`config.mk`:
```
export PLATFORM = sky130hd
export DESIGN_NAME = instr_encoder
export DESIGN_NICKNAME = d
export VERILOG_FILES = /design/src/rtl/instr_pkg.sv /design/src/rtl/instr_encode_comb.sv /design/src/rtl/instr_encoder.sv
export SDC_FILE = /design/constraint.sdc
export NUM_CORES = 1
export LEC_CHECK = 0
export CAP_MARGIN = 20
export CORE_UTILIZATION = 40
export DETAILED_ROUTE_END_ITERATION = 12
export PLACE_DENSITY = 0.74
export SETUP_SLACK_MARGIN = 0.15
export SLEW_MARGIN = 20
export SYNTH_ARGS = -nofsm -noshare
export SYNTH_HDL_FRONTEND = slang
export SYNTH_HIERARCHICAL = 1
export SYNTH_SLANG_ARGS = --single-unit
```
`constraint.sdc`:
```
create_clock -name clk -period 2 [get_ports clk]
set_input_delay 0.5 -clock clk [delete_from_list [all_inputs] [get_ports clk]]
set_output_delay 0.5 -clock clk [all_outputs]
set_load 0.01 [all_outputs]
```
`src/rtl/instr_pkg.sv`:
```
// Shared instruction-set definitions: mnemonic codes, opcode/func constants, field packers
// and encoder FSM states. Build macro ENC_CHECK_EN (used by instr_encoder) rejects undefined mnemonics.
package instr_pkg;

    typedef enum logic [4:0] {
        MnLw, MnSw, MnAddi, MnAddiu, MnSlti, MnSltiu, MnOri, MnLui, MnAndi, MnXori,
        MnBeq, MnBne, MnJ, MnJal,
        MnAdd, MnAddu, MnSub, MnAnd, MnOr, MnXor, MnNor, MnSlt, MnSltu,
        MnSll, MnSllv, MnSrl, MnSrlv, MnSra, MnSrav, MnJr, MnJalr
    } mnem_e;

    localparam logic [5:0] OpRtype = 6'h00;
    localparam logic [5:0] OpJ     = 6'h02;
    localparam logic [5:0] OpJal   = 6'h03;
    localparam logic [5:0] OpBeq   = 6'h04;
    localparam logic [5:0] OpBne   = 6'h05;
    localparam logic [5:0] OpAddi  = 6'h08;
    localparam logic [5:0] OpAddiu = 6'h09;
    localparam logic [5:0] OpSlti  = 6'h0a;
    localparam logic [5:0] OpSltiu = 6'h0b;
    localparam logic [5:0] OpAndi  = 6'h0c;
    localparam logic [5:0] OpOri   = 6'h0d;
    localparam logic [5:0] OpXori  = 6'h0e;
    localparam logic [5:0] OpLui   = 6'h0f;
    localparam logic [5:0] OpLw    = 6'h23;
    localparam logic [5:0] OpSw    = 6'h2b;

    localparam logic [5:0] FnSll  = 6'h00;
    localparam logic [5:0] FnSrl  = 6'h02;
    localparam logic [5:0] FnSra  = 6'h03;
    localparam logic [5:0] FnSllv = 6'h04;
    localparam logic [5:0] FnSrlv = 6'h06;
    localparam logic [5:0] FnSrav = 6'h07;
    localparam logic [5:0] FnJr   = 6'h08;
    localparam logic [5:0] FnJalr = 6'h09;
    localparam logic [5:0] FnAdd  = 6'h20;
    localparam logic [5:0] FnAddu = 6'h21;
    localparam logic [5:0] FnSub  = 6'h22;
    localparam logic [5:0] FnAnd  = 6'h24;
    localparam logic [5:0] FnOr   = 6'h25;
    localparam logic [5:0] FnXor  = 6'h26;
    localparam logic [5:0] FnNor  = 6'h27;
    localparam logic [5:0] FnSlt  = 6'h2a;
    localparam logic [5:0] FnSltu = 6'h2b;

    typedef enum logic [1:0] {StIdle, StWrite, StFull} enc_state_e;

    function automatic logic [31:0] r_word(input logic [4:0] rs, input logic [4:0] rt,
                                           input logic [4:0] rd, input logic [4:0] sh,
                                           input logic [5:0] fn);
        return {OpRtype, rs, rt, rd, sh, fn};
    endfunction

    function automatic logic [31:0] i_word(input logic [5:0] op, input logic [4:0] rs,
                                           input logic [4:0] rt, input logic [15:0] imm);
        return {op, rs, rt, imm};
    endfunction

    function automatic logic [31:0] j_word(input logic [5:0] op, input logic [25:0] target);
        return {op, target};
    endfunction

endpackage

```
`src/rtl/instr_encode_comb.sv`:
```
// Pure combinational mnemonic-to-word mapping; known=0 flags a code with no defined encoding.
module instr_encode_comb
    import instr_pkg::*;
(
    input  logic [4:0]  mnem,
    input  logic [4:0]  rs,
    input  logic [4:0]  rt,
    input  logic [4:0]  rd,
    input  logic [4:0]  shamt,
    input  logic [15:0] imm,
    input  logic [25:0] target,
    output logic [31:0] word,
    output logic        known
);

    always_comb begin
        word  = 32'h0000_0000;
        known = 1'b1;
        case (mnem)
            MnLw:    word = i_word(OpLw, rs, rt, imm);
            MnSw:    word = i_word(OpSw, rs, rt, imm);
            MnAddi:  word = i_word(OpAddi, rs, rt, imm);
            MnAddiu: word = i_word(OpAddiu, rs, rt, imm);
            MnSlti:  word = i_word(OpSlti, rs, rt, imm);
            MnSltiu: word = i_word(OpSltiu, rs, rt, imm);
            MnOri:   word = i_word(OpOri, rs, rt, imm);
            MnLui:   word = i_word(OpLui, 5'd0, rt, imm);
            MnAndi:  word = i_word(OpAndi, rs, rt, imm);
            MnXori:  word = i_word(OpXori, rs, rt, imm);
            MnBeq:   word = i_word(OpBeq, rs, rt, imm);
            MnBne:   word = i_word(OpBne, rs, rt, imm);
            MnJ:     word = j_word(OpJ, target);
            MnJal:   word = j_word(OpJal, target);
            MnAdd:   word = r_word(rs, rt, rd, 5'd0, FnAdd);
            MnAddu:  word = r_word(rs, rt, rd, 5'd0, FnAddu);
            MnSub:   word = r_word(rs, rt, rd, 5'd0, FnSub);
            MnAnd:   word = r_word(rs, rt, rd, 5'd0, FnAnd);
            MnOr:    word = r_word(rs, rt, rd, 5'd0, FnOr);
            MnXor:   word = r_word(rs, rt, rd, 5'd0, FnXor);
            MnNor:   word = r_word(rs, rt, rd, 5'd0, FnNor);
            MnSlt:   word = r_word(rs, rt, rd, 5'd0, FnSlt);
            MnSltu:  word = r_word(rs, rt, rd, 5'd0, FnSltu);
            // Immediate shifts take their amount from shamt, so rs is zeroed.
            MnSll:   word = r_word(5'd0, rt, rd, shamt, FnSll);
            MnSrl:   word = r_word(5'd0, rt, rd, shamt, FnSrl);
            MnSra:   word = r_word(5'd0, rt, rd, shamt, FnSra);
            MnSllv:  word = r_word(rs, rt, rd, 5'd0, FnSllv);
            MnSrlv:  word = r_word(rs, rt, rd, 5'd0, FnSrlv);
            MnSrav:  word = r_word(rs, rt, rd, 5'd0, FnSrav);
            MnJr:    word = r_word(rs, 5'd0, 5'd0, 5'd0, FnJr);
            MnJalr:  word = r_word(rs, 5'd0, rd, 5'd0, FnJalr);
            default: begin
                word  = 32'h0000_0000;
                known = 1'b0;
            end
        endcase
    end

endmodule

```
`src/rtl/instr_encoder.sv`:
```
// Encodes one instruction request at a time and writes it to sequential imem addresses.
// Define ENC_CHECK_EN to reject undefined mnemonics (sticky err) instead of writing a nop.
module instr_encoder
    import instr_pkg::*;
#(
    parameter int unsigned AW = 6
) (
    input  logic          clk,
    input  logic          reset,
    input  logic          start,
    input  logic          in_valid,
    output logic          in_ready,
    input  logic [4:0]    mnem,
    input  logic [4:0]    rs,
    input  logic [4:0]    rt,
    input  logic [4:0]    rd,
    input  logic [4:0]    shamt,
    input  logic [15:0]   imm,
    input  logic [25:0]   target,
    output logic          imem_we,
    output logic [AW-1:0] imem_addr,
    output logic [31:0]   imem_wd,
    output logic          full,
    output logic [AW:0]   count,
    output logic          err
);

    enc_state_e    state_q, state_d;
    logic [AW-1:0] addr_q, addr_d;
    logic [AW:0]   count_q, count_d;
    logic [31:0]   word_q, word_d;
    logic          err_q, err_d;
    logic [31:0]   enc_word;
    logic          enc_known;

    instr_encode_comb u_encode (
        .mnem   (mnem),
        .rs     (rs),
        .rt     (rt),
        .rd     (rd),
        .shamt  (shamt),
        .imm    (imm),
        .target (target),
        .word   (enc_word),
        .known  (enc_known)
    );

`ifndef ENC_CHECK_EN
    logic unused_known;
    assign unused_known = enc_known;
`endif

    always_comb begin
        state_d = state_q;
        addr_d  = addr_q;
        count_d = count_q;
        word_d  = word_q;
        err_d   = err_q;
        imem_we = 1'b0;
        if (start) begin
            state_d = StIdle;
            addr_d  = '0;
            count_d = '0;
            err_d   = 1'b0;
        end else begin
            unique case (state_q)
                StIdle: begin
                    if (in_valid) begin
`ifdef ENC_CHECK_EN
                        if (!enc_known) begin
                            err_d = 1'b1;
                        end else begin
                            word_d  = enc_word;
                            state_d = StWrite;
                        end
`else
                        word_d  = enc_word;
                        state_d = StWrite;
`endif
                    end
                end
                StWrite: begin
                    imem_we = 1'b1;
                    count_d = count_q + 1'b1;
                    // Last slot parks the address rather than wrapping back to 0.
                    if (addr_q == {AW{1'b1}}) begin
                        state_d = StFull;
                    end else begin
                        addr_d  = addr_q + 1'b1;
                        state_d = StIdle;
                    end
                end
                StFull: state_d = StFull;
                default: state_d = StIdle;
            endcase
        end
    end

    always_ff @(posedge clk or posedge reset) begin
        if (reset) begin
            state_q <= StIdle;
            addr_q  <= '0;
            count_q <= '0;
            word_q  <= '0;
            err_q   <= 1'b0;
        end else begin
            state_q <= state_d;
            addr_q  <= addr_d;
            count_q <= count_d;
            word_q  <= word_d;
            err_q   <= err_d;
        end
    end

    assign in_ready  = (state_q == StIdle) && !start;
    assign full      = (state_q == StFull);
    assign count     = count_q;
    assign err       = err_q;
    assign imem_addr = addr_q;
    assign imem_wd   = word_q;

endmodule

```
Yosys cells after proc, flatten, opt, wreduce, memory -nomap -nowiden:

Index checks and enable logic that the tools add are counted.

* add/subtract/negate cells: 2
* equality and inequality tests: 35
* muxes and demuxes: 12
* bitwise gates (word level): 1
* reduce and logical (&&, ||, !) cells: 7

Operators by type and width (count)
* $pmux 32 s31: 1
* $eq 5x5->1 const B: 15
* $eq 5x4->1 const B: 8
* $eq 5x3->1 const B: 4
* $mux 6: 3
* $mux 7: 2
* $eq 5x2->1 const B: 2
* $add 7x1->7 const B: 1
* $add 6x1->6 const B: 1
* $eq 6x6->1 const B: 1
* $mux 2: 3
* $pmux 2 s3: 1
* $eq 5x1->1 const B: 1
* $logic_not 5->1: 1
* $ne 3x3->1 const B: 1
* $reduce_and 3->1: 1
* $eq 2x1->1 const B: 1
* $eq 2x2->1 const B: 1
* $logic_not 2->1: 1
* $mux 1: 2
* $ne 2x2->1 const B: 1
* $reduce_and 2->1: 1
* $reduce_bool 2->1: 1
* $logic_and 1x1->1: 1
* other kinds (2): 2

* bits in registers: 47
* bits of input ports: 71
* output and inout port bits: 49
* logic and storage cells: 61

Longest topological paths before layout:

* depth in word-level cells: 4
* depth in mapped cells: 7
* mapped depth without buffers: 5

Cells and area by module:

The synthesis kept the hierarchy.

By module, submodules not included
* instr_encoder: instances 1, cells an instance 145, area each 1970.6 um2, sequential area each 1176.1 um2
* instr_encode_comb: instances 1, cells an instance 129, area each 818.3 um2, sequential area each 0.0 um2

Least setup slack after synthesis:

OpenSTA, ideal clock, no wires.

* kind: in2reg
* start point: input mnem[1]
* end point: register word_q[25], in the netlist imem_wd[25]
* setup time: 0.127 ns
* arrival: 1.641 ns
* data required time: 1.873 ns
* setup slack: 0.232 ns
* stages on the path: 7
* buffers on the path: 2
* cells stage by stage: buf_6 nor4bb_4 buf_6 a31oi_4 o31a_4 a22o_1 mux2_1

* longest elaborated chain between the ends: 2
* elaborated cells on any way between the ends: 32
* classes of those cells: 30 x eq/ne; 1 x mux; 1 x reduce/logical

Ends and longest elaborated chain
* from (decl): line instr_encoder.sv:13 `input logic [4:0] mnem,`
* $eq 5x5->1 (tied with other cells)
* $pmux 32 s31 *: line instr_encode_comb.sv:19 `case (mnem)`
* net enc_word[25]: line instr_encoder.sv:33 `logic [31:0] enc_word;`
* to (signal assigned): line instr_encoder.sv:110 `word_q <= word_d;`
* to (decl): line instr_encoder.sv:31 `logic [31:0] word_q, word_d;`

The timed path passes the listed nets; every way through them passes the cells marked *.
A chain may end at the register's enable or synchronous reset.

Worst setup path in the final report:

* start point: register count_q[0], in the netlist count[0]
* end point: output count[0]

RTL lines
* from (decl): line instr_encoder.sv:30 `logic [AW:0] count_q, count_d;`
* from (signal assigned): line instr_encoder.sv:109 `count_q <= count_d;`
* to (decl): line instr_encoder.sv:24 `output logic [AW:0] count,`

No word-level cell between the ends.

==> impl_metrics.py <==
metrics = {
    "worst_setup_path": {
        "crit_buf_inv": 1,
        "startpoint_type": "register",
        "max_stage_delay_ps": 560,
        "critPathArrivalTime_ps": 1300,
        "worstSetupStartpoint": "count[0]",
        "path_delay_family": "buffers and inverters",
        "worstPathCellList": "clkdlybuf4s50_1",
        "cp.required_ps": 1500,
        "cpMaxStageDelayCell": "clkdlybuf4s50_1",
        "r2r_start": "state_q[0]",
        "end_kind": "output pin",
        "crit_fanout": 4,
        "crit_type": "register to output pin",
    },
    "cts": {
        "clockRootBuffer": "clkbuf_8",
        "clock_latency_ps": 300,
        "cts_buffers": 5,
        "cts.hold.buffers_added": 0,
        "cts_tree": "done",
        "htreeDepth": 2,
        "clock-sinks": 47,
        "clockBufferDepth": 2,
        "clk_pin_slew_ps": 90,
    },
    "sta": {
        "clock_skew_ps": 4.28,
        "slew_viol_final": 0,
        "rsz0062_at_grt": "false",
        "setup_viol_count_final": 0,
        "fin_crit_sh_pct": 89.9,
        "max_freq_mhz": 556,
        "hold_violations": 0,
        "period_minus_slack_ps": 1800,
        "layout_setup_ws_ps": 203,
    },
    "power_and_ir_drop": {
        "p_leak_nw": 1.85,
        "ir_drop_mv": 0.286,
        "p_per_area_nw_per_um2": 617,
    },
    "outcome": {
        "outcome": "complete, no violations",
    },
    "floorplan": {
        "start_util_pct": 41.2,
        "num_rows": 30,
        "num_io_pins": 120,
        "coreArea_um2": 6760,
        "die_area_um2": 7290,
        "die_w_um": 85.4,
        "die_h_um": 85.4,
    },
    "placement": {
        "io_buffers": 118,
        "dp_hpwl_um": 5660,
        "place_ws_ps": -260,
        "place_congestion": 0.907,
    },
    "final_layout": {
        "area_delta_synth_final_pct": 53.4,
        "fin_nets": 479,
        "drive_gt1_share_pct": 19.9,
        "fill_cells": 599,
        "antenna_cells": 0,
        "fin_util_pct": 63.2,
    },
    "yosys": {
        "netlist_area_um2": 2780,
        "yosysWarnings": 6,
        "synth_area_per_cell_um2": 10.2,
        "syn_inst": 273,
        "synth_fp_nets": 346,
    },
    "global_route": {
        "antenna_found_initial": 0,
        "grt-ovfl-total": 0,
        "grt_pass1_wl_um": 11700,
        "grt_max_degree": 24,
        "grtUsageTotal_pct": 20.3,
        "grt_pass1_vias": 2495,
    },
    "drt": {
        "wl_um": 7370,
        "drt-initial-drc-count": 176,
        "wire_per_inst_um": 15.1,
        "num_vias": 2583,
        "viasPerCell": 5.30,
        "drt-pass1-iter-count": 4,
        "ant_nets": 0,
        "route.detailed.drc": 0,
    },
    "min_path": {
        "min_path_type": "input port to async pin",
    },
    "job": {
        "maxCapViolCount": 0,
    },
}
power by group:
part	total, mW	internal [mW]	switching (mW)
logic	0.873	0.544	0.329
clock network	0.612	0.282	0.329
registers	1.15	1.08	0.0715
through the flow:
step | total power, mW | hold slack (ps) | TNS [ps] | instances | cell area (um2)
after floorplan | 1.54 | 529 | 0 | 273 | 2780
after global placement | 2.03 | 475 | -5270 | 476 | 4160
after detailed placement | 2.05 | 477 | -6510 | 476 | 4160
after CTS | 2.67 | 483 | 0 | 486 | 4270
after global routing | 2.79 | 515 | 0 | 487 | 4270
final | 2.64 | 479 | 0 | 487 | 4270
metal layers:
layer | routed length [um] | track usage, % | share of wire [%]
met5 | 0 | 0 | 0
met4 | 140 | 6.52 | 1.9
met3 | 462 | 4.86 | 6.3
met2 | 3550 | 34.4 | 48
met1 | 3220 | 25.6 | 44
area by class of cell:
| class | instances | area (um2) | area share [%] |
|---|---|---|---|
| repair buffers | 148 | 1440 | 33.8 |
| multi-input cells | 195 | 1420 | 33.2 |
| flip-flops and latches | 47 | 1180 | 27.5 |
| well taps | 80 | 100 | 2.34 |
| clock buffers | 6 | 82.6 | 1.93 |
| inverters | 9 | 33.8 | 0.791 |
| clock inverters | 2 | 16.3 | 0.381 |
state kept, by name, summed over array words and instances, names as in the netlist:
name / count
count: 7
imem_wd: 32
imem_addr: 6
state_q: 2
placed cells by master, fill, tap and decap left out, types with 3 or more instances in the layout:
master and n:
mux2i_1 3, o31ai_1 3, o41ai_1 3, dfrtp_1 47
clkdlybuf4s50_1 110, nand2b_1 3, a21oi_1 17, clkbuf_8 6
nor2_1 11, nor2b_1 4, a22oi_1 6, nand2_1 21
mux2_2 29, inv_1 7, and3_1 7, o21ai_0 11
a22o_1 12, dlygate4sd2_1 6, o21ai_1 12, mux2_1 4
xnor2_1 3, buf_4 25, a31oi_1 6, buf_12 4
or4_1 3
what timing repair did:
action                                  CTS  global route
gates resized for setup                  12             3
pin swaps                                 1             0
setup buffers                             2             1
endpoints found under the setup margin   26             3
gates cloned                              0             0
worst paths after layout:
| path | endpoint | slack, ps | cells after the start |
|---|---|---|---|
| hold reg to reg | imem_wd[26] | 490 | 1 |
| min in group clk | imem_wd[26] | 490 | 1 |
| hold / removal | imem_wd[20] | 480 | 2 |
| setup / recovery | count[0] | 200 | 1 |
| max in group asynchronous | imem_wd[29] | 1070 | 3 |
| setup reg to reg | imem_wd[24] | 300 | 5 |
Note: power is estimated with default switching activity, not from simulation.
